[src/rtl/xor_ctrl_pkg.sv]
// Shared definitions for the XOR checksum controller: FSM state encoding
// and default datapath widths.
package xor_ctrl_pkg;

    localparam int DEFAULT_WIDTH = 8;
    localparam int DEFAULT_LEN_W = 4;

    typedef enum logic [1:0] {
        IDLE   = 2'd0,
        ACCUM  = 2'd1,
        RESULT = 2'd2
    } state_e;

endpackage

[src/rtl/xor_gate.sv]
// Single-bit XOR cell used to build the checksum fold.
module xor_gate (
    input  logic a,
    input  logic b,
    output logic y
);

    assign y = a ^ b;

endmodule

[src/rtl/xor_vec.sv]
// WIDTH-bit carry-free XOR of two words, one xor_gate per bit.
module xor_vec #(
    parameter int WIDTH = xor_ctrl_pkg::DEFAULT_WIDTH
) (
    input  logic [WIDTH-1:0] a,
    input  logic [WIDTH-1:0] b,
    output logic [WIDTH-1:0] y
);

    for (genvar i = 0; i < WIDTH; i++) begin : g_bit
        xor_gate u_gate (
            .a (a[i]),
            .b (b[i]),
            .y (y[i])
        );
    end

endmodule

[src/rtl/xor_accum_ctrl.sv]
// Burst XOR checksum controller: accepts len words via valid/ready, folds
// them into an accumulator and presents the result until the consumer takes it.
//
// state  | meaning
// IDLE   | waiting for start; len captured on accept
// ACCUM  | in_ready high, folding words, remaining counts down to 0
// RESULT | out_valid high, out_data held until out_ready
module xor_accum_ctrl
    import xor_ctrl_pkg::*;
#(
    parameter int WIDTH = DEFAULT_WIDTH,
    parameter int LEN_W = DEFAULT_LEN_W
) (
    input  logic             clk,
    input  logic             rst,
    input  logic             start,
    input  logic [LEN_W-1:0] len,
    input  logic             in_valid,
    input  logic [WIDTH-1:0] in_data,
    output logic             in_ready,
    output logic             busy,
    output logic             out_valid,
    output logic [WIDTH-1:0] out_data,
    input  logic             out_ready
);

    state_e           state;
    logic [WIDTH-1:0] acc;
    logic [WIDTH-1:0] acc_next;
    logic [LEN_W-1:0] remaining;

    xor_vec #(.WIDTH(WIDTH)) u_fold (
        .a (acc),
        .b (in_data),
        .y (acc_next)
    );

    assign out_data = acc;

    // in_ready mirrors state==ACCUM, so in_valid alone qualifies a transfer there.
    always_ff @(posedge clk) begin
        if (rst) begin
            state     <= IDLE;
            acc       <= '0;
            remaining <= '0;
            in_ready  <= 1'b0;
            busy      <= 1'b0;
            out_valid <= 1'b0;
        end else begin
            case (state)
                IDLE: begin
                    if (start) begin
                        acc  <= '0;
                        busy <= 1'b1;
                        if (len != '0) begin
                            remaining <= len;
                            in_ready  <= 1'b1;
                            state     <= ACCUM;
                        end else begin
                            remaining <= '0;
                            out_valid <= 1'b1;
                            state     <= RESULT;
                        end
                    end
                end
                ACCUM: begin
                    if (in_valid) begin
                        acc       <= acc_next;
                        remaining <= remaining - LEN_W'(1);
                        if (remaining == LEN_W'(1)) begin
                            in_ready  <= 1'b0;
                            out_valid <= 1'b1;
                            state     <= RESULT;
                        end
                    end
                end
                RESULT: begin
                    if (out_ready) begin
                        out_valid <= 1'b0;
                        busy      <= 1'b0;
                        state     <= IDLE;
                    end
                end
                default: begin
                    in_ready  <= 1'b0;
                    busy      <= 1'b0;
                    out_valid <= 1'b0;
                    state     <= IDLE;
                end
            endcase
        end
    end

endmodule

[config.mk]
export PLATFORM = sky130hd
export DESIGN_NAME = xor_accum_ctrl
export DESIGN_NICKNAME = d
export VERILOG_FILES = /design/src/rtl/xor_ctrl_pkg.sv /design/src/rtl/xor_gate.sv /design/src/rtl/xor_vec.sv /design/src/rtl/xor_accum_ctrl.sv
export SDC_FILE = /design/constraint.sdc
export NUM_CORES = 1
export LEC_CHECK = 0
export CAP_MARGIN = 10
export CORE_MARGIN = 2
export CORE_UTILIZATION = 49
export CTS_CLUSTER_SIZE = 8
export DETAILED_ROUTE_END_ITERATION = 10
export PLACE_DENSITY = 0.9
export SYNTH_ARGS = -nofsm -noshare
export SYNTH_HDL_FRONTEND = slang
export SYNTH_SLANG_ARGS = --single-unit
[constraint.sdc]
create_clock -name clk -period 3.7 [get_ports clk]
set_input_delay 0.37 -clock clk [delete_from_list [all_inputs] [get_ports clk]]
set_output_delay 0.37 -clock clk [all_outputs]
set_load 0.02 [all_outputs]
==> summary.md, run 1 <==
| Metric | Value |
|---|---|
| Final Hold Slack | `0.480 ns` |
| Wirelength, routed | `1.96 mm` |
| Switching component of the power | `144 uW` |
| Clock root buffer master | `clkbuf_4` |
| Post-cts sizing count | `0` |
| PwrDens | `373 nW/um2` |
| Max-cap violations | `0` |
| Share of layout cells above drive strength 1 | `0.0458` |
| Core region area | `1900 um2` |
| Count of clock tree sinks | `17` |
| Critical Path Source Type | `flop` |
| Antenna violations before repair | `0` |
| Synthesized cell area | `966 um2` |
| Met2 wire length | `851 um` |
| Synthesis-to-layout area growth | `25.8%` |
| Number of enable flip-flop cells after synthesis | `0` |
| Sw frac | `0.317` |
| Detailed Routing Iterations Pass 1 | `4` |
| Synthesized netlist cell count | `114` |
| Post-route minimum period | `1.88 ns` |
| Total gr overflow | `0` |
| Initial detailed-routing violation count | `2` |
| Highest achievable clock rate | `532 MHz` |
| Worst Setup End Kind | `flop` |
| Commonest non-fill, non-tap cells in the layout | `27 x clkdlybuf4s50_1, 17 x dfxtp_1, 14 x inv_1, 13 x a21oi_1, 10 x or4_1` |
| All-Layer GR Usage | `0.182` |
| Routed wire length per instance | `12.4 um` |
| Tightest Hold Check Type | `flop to flop` |
| # DRC | `0` |
| Post-synthesis async set-or-reset flop share | `0` |
| Summed negative setup slack over all endpoints | `0 ns` |
| Count of pins over their slew limit | `0` |
| CTS tree | `built` |
| I/O Buffers | `27` |
| Top-level port count | `28` |
| Leading cell type in the layout, fill and taps excluded | `clkdlybuf4s50_1` |
| Wire length of the first global-routing pass | `3.41 mm` |
| Total area of sequential cells | `340 um2` |
| Depth of the worst register-to-register path | `3` |
| Highest layer used for signal routing | `met4` |
| Part of the power in combinational logic | `0.285` |
| Average instance area after synthesis | `8.47 um2` |
| Largest driver fanout on the critical path | `29` |
| Largest vdd supply drop | `0.192 mV` |
| Clock-pin transition on the worst setup and hold timing paths | `0.10 ns` |
| Fraction of the core area covered by cells at the end of the flow | `0.639` |
| Post-CTS Repair Setup Buffers | `0` |
| Quantity of hold-fixing buffers added after cts | `0` |
| WS Path Type | `flop to flop` |
| Relative slew slack | `0.452` |
| Pin count of the biggest net entering global routing | `30` |
| Final hold vios | `0` |
| Hold-critical path depth | `2` |
| Vias/cell | `5.66` |
| Result of the run | `complete, no violations` |
| Antenna cell count | `0` |
| Routed via count | `895` |
| # setup viols final | `0` |
| Area used by multi-input combinational logic | `483 um2` |
| Detailed-routed wire length on met3 | `107 um` |
| CP required | `3.94 ns` |
| Clock buffers created by TritonCTS | `3` |
| Vertical die dimension | `48.4 um` |
| Last weighted congestion value of the routability-driven placer | `0.861` |
| Number of levels in the clock H-tree | `1` |
| Number of filler cells placed in the layout | `181` |
| Worst-Margin Slew | `0.821 ns` |
| Flip-flop and latch count after synthesis | `17` |
| Wl on met1 | `955 um` |
| Clock latency at the later pin of the worst-skew pair | `0.30 ns` |
| Clock network power share | `0.223` |
| Final net count | `151` |
| Number of distinct library cells after synthesis | `30` |
| Via count of the first global-routing pass | `819` |
| Placement row count | `16` |
| Die Footprint | `2340 um2` |
| Leakage component of the power | `0.000471 uW` |
| Post-route clock period utilization | `0.508` |
| Sequential cell area fraction in the yosys report | `0.352` |
| CP arrival | `2.12 ns` |
| Fraction of power consumed by sequential logic | `0.492` |
| Chip width | `48.4 um` |
| Initial Utilization | `0.508` |
| Unrepaired setup endpoints after global routing | `no` |
| Detailed placement HPWL | `1.43 mm` |
| Dominant synthesized flop cell | `dfxtp_1` |
| Post-DRT Antenna Nets | `0` |
| Ys Warns | `0` |
| Nets in the synthesized netlist | `133` |
| Maximum clock skew at final layout | `0.00830 ns` |
| Internal power summed over all cells | `309 uW` |
| Bufs on Longest Clock Path | `2` |
## worst max-delay path, cell delays in order (launching register included)
cell     delay [ns]
dfxtp_1        0.87
inv_1          0.29
or4_1          0.58
o21ai_0        0.08
## registers in the layout, indices dropped and copies added, names as in the netlist
name and cells:
remaining 4, in_ready 1, out_data 8, state 2
out_valid 1, busy 1
## path summary, 6_finish.rpt
kind	slack (ns)	from	endpoint
worst max register to register	1.82	state[1]	state[1]
worst min register to register	0.48	out_data[1]	out_data[1]
worst min-delay path	0.48	out_data[1]	out_data[1]
worst max-delay path	1.82	state[1]	state[1]
## synthesized netlist by cell type, types with 2 or more instances
cell      instances  area (um2)
dfxtp_1          17         340
inv_1            14        52.6
a21oi_1          13        65.1
or4_1            10        75.1
buf_4             8        60.1
o31ai_1           8        60.1
clkbuf_1          4        15.0
o21ai_0           4        20.0
buf_2             3        15.0
nor2b_1           3        18.8
nor3b_1           3        22.5
o211ai_1          3        22.5
a211oi_1          2        15.0
ha_1              2        25.0
nor2_1            2        7.51
nor3_1            2        10.0
nor4bb_1          2        20.0
o211a_1           2        20.0
## layout make-up
type | instances | area share
timing repair buffer | 28 | 0.229
sequential | 17 | 0.280
multi-input combinational | 68 | 0.398
inverter | 14 | 0.0433
tap | 27 | 0.0278
clock inverter | 1 | 0.00412
clock buffer | 3 | 0.0185
## power by group through the flow
stage	Clock, uW	Combinational, uW	Sequential, uW
floorplan	0	91.5	221
global placement	0	126	226
detailed placement	0	129	227
CTS	104	130	223
global route	114	143	226
finish	101	129	223
## per-layer routing
| metal | global-route usage | vias up |
|---|---|---|
| li1 | - | 459 |
| met1 | 0.224 | 404 |
| met2 | 0.306 | 27 |
| met3 | 0.0370 | 5 |
| met4 | 0.0857 | 0 |
| met5 | 0 | - |
## cells by family (layout without fill, tap and decap cells)
group / Yosys count / count (layout) / synth area share
AOI/OAI and AO/OA: 40 / 40 / 0.282
adders and majority gates: 2 / 2 / 0.0259
buffers and inverters: 29 / 46 / 0.148
DFF: 17 / 17 / 0.352
muxes: 2 / 2 / 0.0220
and+or+nand+nor: 24 / 24 / 0.170
## stage by stage
step                      setup slack, ns  instance area (um2)  std cells  power (uW)
after CTS                            1.83                 1210        158         457
after global placement               1.87                 1190        154         352
after global routing                 1.66                 1210        158         483
after floorplan                      2.35                  966        114         312
final                                1.82                 1210        158         453
after detailed placement             1.82                 1190        154         356
Note: power is estimated with default switching activity, not from simulation.
==> run 2: changes to the inputs <==
CORE_UTILIZATION = 41   (was 49)
PLACE_DENSITY = 0.81   (was 0.9)
clock period = 1.5 ns   (was 3.7 ns; I/O delays follow)
==> run 2 against run 1 <==
Against the previous run: combinational power increased to 3.1 times the previous value; core utilization decreased by 3.8 points; global-route usage increased by 1.3 points; flip-flop and latch count unchanged; largest cell class unchanged; largest power group unchanged; highest routed layer unchanged.
==> summary.md, run 2 (same netlist as run 1, synthesis figures left out) <==
| Metric | Value |
|---|---|
| Result of the run | `complete, no violations (unchanged)` |
| CP arrival | `1.59 ns (was 2.12 ns)` |
| Post-Place Setup Slack | `-0.192 ns (was 1.82 ns)` |
| Depth of the worst register-to-register path | `6 (was 3)` |
| Relative slew slack | `0.567 (was 0.452)` |
| Post-CTS Repair Setup Buffers | `0 (unchanged)` |
| I/O Buffers | `27 (unchanged)` |
| R2R Path Start | `remaining[1] (was state[1])` |
| Unrepaired setup endpoints after global routing | `no (unchanged)` |
| Max-cap violations | `0 (unchanged)` |
| Maximum clock skew at final layout | `0.00503 ns (was 0.00830 ns)` |
| Highest achievable clock rate | `695 MHz (was 532 MHz)` |
| CTS tree | `built (unchanged)` |
| Core region area | `2210 um2 (was 1900 um2)` |
| # setup viols final | `0 (unchanged)` |
| Via count of the first global-routing pass | `980 (was 819)` |
| CP required | `1.65 ns (was 3.94 ns)` |
| Initial detailed-routing violation count | `19 (was 2)` |
| Post-route minimum period | `1.44 ns (was 1.88 ns)` |
| PwrDens | `885 nW/um2 (was 373 nW/um2)` |
| Number of levels in the clock H-tree | `1 (unchanged)` |
| Hold Path Origin | `out_data[5] (was out_data[1])` |
| # DRC | `0 (unchanged)` |
| Synthesis-to-layout area growth | `37.6% (was 25.8%)` |
| WS Path Type | `flop to flop (unchanged)` |
| Share of layout cells above drive strength 1 | `0.134 (was 0.0458)` |
| Antenna violations before repair | `0 (unchanged)` |
| Initial Utilization | `0.437 (was 0.508)` |
| Internal reg-to-reg setup slack | `0.06 ns (was 1.82 ns)` |
| Critical Path Source Type | `flop (unchanged)` |
| Commonest non-fill, non-tap cells in the layout | `26 x clkdlybuf4s50_1, 17 x dfxtp_1, 14 x inv_1, 13 x a21oi_1, 11 x buf_4 (was 27 x clkdlybuf4s50_1, 17 x dfxtp_1, 14 x inv_1, 13 x a21oi_1, 10 x or4_1)` |
| Critical path launch point | `remaining[1] (was state[1])` |
| Clock-pin transition on the worst setup and hold timing paths | `0.10 ns (about the same)` |
| Final net count | `162 (was 151)` |
| Final hold vios | `0 (unchanged)` |
| Bufs on Longest Clock Path | `2 (unchanged)` |
| Count of pins over their slew limit | `0 (unchanged)` |
| Routed wire length per instance | `13.7 um (was 12.4 um)` |
| Worst Setup End Kind | `flop (unchanged)` |
| Number of filler cells placed in the layout | `219 (was 181)` |
| Post-route clock period utilization | `0.959 (was 0.508)` |
| Top-level port count | `28 (unchanged)` |
| Clock latency at the later pin of the worst-skew pair | `0.29 ns (was 0.30 ns)` |
| Tightest Hold Check Type | `flop to flop (unchanged)` |
| Placement row count | `17 (was 16)` |
| Clock root buffer master | `clkbuf_4 (unchanged)` |
| Total gr overflow | `0 (unchanged)` |
| Antenna cell count | `0 (unchanged)` |
| Worst r2r dst | `out_valid (was state[1])` |
| Chip width | `52.5 um (was 48.4 um)` |
| Largest driver fanout on the critical path | `3 (was 29)` |
| Clock buffers created by TritonCTS | `3 (unchanged)` |
| Vertical die dimension | `52.5 um (was 48.4 um)` |
| Routed via count | `960 (was 895)` |
| Detailed placement HPWL | `1.74 mm (was 1.43 mm)` |
| Count of clock tree sinks | `17 (unchanged)` |
| Vias/cell | `5.65 (was 5.66)` |
| Leakage component of the power | `0.000550 uW (was 0.000471 uW)` |
| Terminating pin of the worst hold path | `out_data[5] (was out_data[1])` |
| Post-DRT Antenna Nets | `0 (unchanged)` |
| Hold-critical path depth | `2 (unchanged)` |
| Largest vdd supply drop | `0.619 mV (was 0.192 mV)` |
| Die Footprint | `2760 um2 (was 2340 um2)` |
| All-Layer GR Usage | `0.195 (was 0.182)` |
| Flip-flop count of the largest register after layout | `8 (unchanged)` |
| Wirelength, routed | `2.32 mm (was 1.96 mm)` |
| Detailed Routing Iterations Pass 1 | `4 (unchanged)` |
| Wire length of the first global-routing pass | `4.05 mm (was 3.41 mm)` |
| Quantity of hold-fixing buffers added after cts | `0 (unchanged)` |
| Slack of the critical path | `0.0613 ns (was 1.82 ns)` |
| Leading cell type in the layout, fill and taps excluded | `clkdlybuf4s50_1 (unchanged)` |
| Last weighted congestion value of the routability-driven placer | `0.862 (was 0.861)` |
| Worst-Margin Slew | `0.632 ns (was 0.821 ns)` |
| Final Power | `1180 uW (was 453 uW)` |
| Pin count of the biggest net entering global routing | `20 (was 30)` |
run 2: repair_timing:
item	4_1_cts	5_1_grt
setup endpoints to repair	1	3
gates resized for setup	1	3
pin swaps	0	1
run 2: how the worst max path moves through the flow:
stage                   end  slack, ns  cells past startpoint
2_1_floorplan  remaining[3]       0.19                      5
3_5_place_dp      out_valid      -0.19                      4
3_3_place_gp      out_valid      -0.08                      4
5_1_grt            state[1]      0.007                      6
4_1_cts           out_valid       0.05                      6
6_report          out_valid       0.06                      6
run 2: through the flow:
step | setup TNS (ns) | instances | hold slack [ns] | instance area [um2] | util
2_1_floorplan | 0 | 114 | 0.331 | 966 | -
3_3_place_gp | -0.500 | 166 | 0.460 | 1280 | 0.580
3_5_place_dp | -0.806 | 166 | 0.468 | 1280 | 0.580
4_1_cts | 0 | 170 | 0.485 | 1320 | 0.594
5_1_grt | 0 | 170 | 0.519 | 1330 | 0.601
6_report | 0 | 170 | 0.486 | 1330 | 0.601
run 2: layout make-up:
cell class | instances | area, um2 | area share
repair buffers | 39 | 375 | 0.282
clock buffers | 4 | 26.3 | 0.0198
flip-flops and latches | 17 | 340 | 0.256
well taps | 28 | 35.0 | 0.0264
multi-input cells | 68 | 499 | 0.376
inverters | 14 | 52.6 | 0.0395
run 2: critical path, cell delays in order (launching register included):
cell	delay (ns)
dfxtp_1	0.38
inv_1	0.07
ha_1	0.18
nor4bb_2	0.17
buf_4	0.14
o2bb2ai_1	0.24
a211oi_2	0.12
run 2: power by group:
| part | switching [uW] | total, uW | internal [uW] |
|---|---|---|---|
| Combinational | 189 | 395 | 206 |
| Sequential | 36.2 | 532 | 496 |
| Clock | 145 | 249 | 103 |
| Total | 370 | 1180 | 806 |
run 2: layer usage:
layer	global-route usage	wire [um]	up-vias
met4	0.0897	37	0
li1	-	-	471
met1	0.227	976	448
met3	0.0343	150	5
met2	0.344	1160	36
met5	0	0	-
==> RTL edit (settings of run 2) <==
Make the reset (`rst`) asynchronous in one clocked block.
--- a/src/rtl/xor_accum_ctrl.sv
+++ b/src/rtl/xor_accum_ctrl.sv
@@ -40,3 +40,3 @@
     // in_ready mirrors state==ACCUM, so in_valid alone qualifies a transfer there.
-    always_ff @(posedge clk) begin
+    always_ff @(posedge clk or posedge rst) begin
         if (rst) begin
Function: differs if rst is asserted again (counterexample within 4 cycles, from zero or initial values and one cycle with rst high); with rst held inactive, the same outputs for 10 cycles.
==> RTL edit against run 2 <==
Routed wire length shrank 9.6%; via count shrank 17%; worst setup slack got worse by 0.0089 ns; sequential cell count unchanged; register-to-register slack gained 0.05 ns; final area is 2.6% lower; area after synthesis up 3.6%; core utilization is 2.7 points lower.
Power is not compared: it rests on default switching activity, and its combinational part moved more than twofold at a synthesized area within 25%.
==> RTL edit: results (changes against run 2) <==
* Status: complete, no violations (unchanged)
* Worst-path fanout max at 3 (unchanged)
* GRT Overall Usage at 16.6% (was 19.5%)
* Layout cells sized above 1 at 13.9% (was 13.4%)
* Main synth FF type: dfrtp_1 (was dfxtp_1)
* WL/cell at 14.0 µm (was 13.7 µm)
* Max FFs per register at 8 (unchanged)
* Vias at 796 (was 960)
* Syn Area/Cell at 10.3 µm² (was 8.47 µm²)
* Iter 0 DRT Violations at 19 (unchanged)
* Ys async rst share at 100% (was 0%)
* Via density at 5.31 (was 5.65)
* Worst Skew at 0.00368 ns (was 0.00503 ns)
* Relative max-transition margin at 70.8% (was 56.7%)
* Number of global-route vias before repair at 775 (was 980)
* Ant. Diodes at 0 (unchanged)
* CP arrival at 1.30 ns (was 1.59 ns)
* I/O Buffers at 27 (unchanged)
* Worst min-delay path category: in2async (was reg2reg)
* Initial antenna violation count at 0 (unchanged)
* Most frequent cells after synthesis: dfrtp_1, nor2_1 (was dfxtp_1, inv_1, a21oi_1)
* CTS Buf Count at 3 (unchanged)
* Family with the most delay on the worst path: buffers and inverters (was flip-flops)
* CP max stage delay at 0.61 ns (was 0.38 ns)
* Final #Nets at 142 (was 162)
* Worst-Skew Late Latency at 0.29 ns (about the same)
* Seq/Total Area, Yosys at 42.5% (was 35.2%)
* Slowest CP cell: clkdlybuf4s50_1 (was dfxtp_1)
* Number of setup buffers added after CTS at 0 (unchanged)
* Fillers at 210 (was 219)
* First-pass GRT wire length at 3.34 mm (was 4.05 mm)
* Placement Cell Area at 1270 µm² (was 1280 µm²)
* GPL Wtd Cong at 0.884 (was 0.862)
* Detailed placer's ending HPWL at 1.54 mm (was 1.74 mm)
* Top cells by area, synth: dfrtp_1, nand4b_1, xor2_1, buf_4, mux2i_1 (was dfxtp_1, or4_1, a21oi_1, buf_4, o31ai_1)
* Synth unique cells at 32 (was 30)
* Largest net degree at the start of global routing at 18 (was 20)
* Initial DRT Pass Iterations at 4 (unchanged)
* Post-CTS Resized at 0 (was 1)
* Cells after DPL at 146 (was 166)
* Fin area at 1290 µm² (was 1330 µm²)
* Synthesized net count at 116 (was 133)
* Pre-CTS WS at 0.0576 ns (was -0.192 ns)
RTL edit: cell types whose count changed in the layout (fill, tap and decap cells not counted), sizes merged, moves of 3 or more:
cell           run 2  this run
nand4b             0         8
dfrtp              0        17
inv               14         8
or4               10         0
a21oi             13         1
nor2               2        10
dfxtp             17         0
buf               12         7
xor2               0         8
o31ai              8         2
mux2i              1         4
RTL edit: power by group:
part / total [mW] / internal, mW / switching, mW
Clock: 0.242 / 0.104 / 0.138
Sequential: 0.850 / 0.652 / 0.198
Combinational: 1.25 / 0.636 / 0.613
RTL edit: metal layers:
layer | share of wire (%) | global-route usage (%) | wire length [µm] | vias to the layer above
li1 | - | - | - | 382
met1 | 47 | 19.6 | 987 | 388
met2 | 46 | 28.4 | 965 | 24
met3 | 6.4 | 5.93 | 135 | 2
met4 | 0.52 | 3.85 | 11 | 0
met5 | 0 | 0 | 0 | -
RTL edit: worst paths after layout:
check,start,to,slack (ns),depth (start not counted)
min in group clk,in_ready$_DFFE_PP0P_,in_ready$_DFFE_PP0P_,0.51,1
hold / removal,rst,remaining[2]$_DFFE_PP0P_,0.17,3
setup / recovery,busy$_DFFE_PP0P_,busy,0.05,1
max in group asynchronous,rst,out_data[3]$_DFFE_PP0P_,1.15,3
hold reg to reg,in_ready$_DFFE_PP0P_,in_ready$_DFFE_PP0P_,0.51,1
setup reg to reg,remaining[1]$_DFFE_PP0P_,state[0]$_DFFE_PP0P_,0.11,5
RTL edit: cell families after synthesis:
group	synth area share, %
DFF	42.5
xor gates and xnor gates	7.00
AOI/OAI and AO/OA	12.4
and+or+nand+nor	18.4
muxes	5.13
adders and majority gates	2.50
buffers and inverters	12.1
RTL edit: cell type report:
class	instances	share of cell area, %
Timing Repair Buffer	34	25.0
Tap cell	28	2.71
Inverter	8	2.32
Sequential cell	17	32.9
Multi-Input combinational cell	59	35.1
Clock buffer	4	2.03
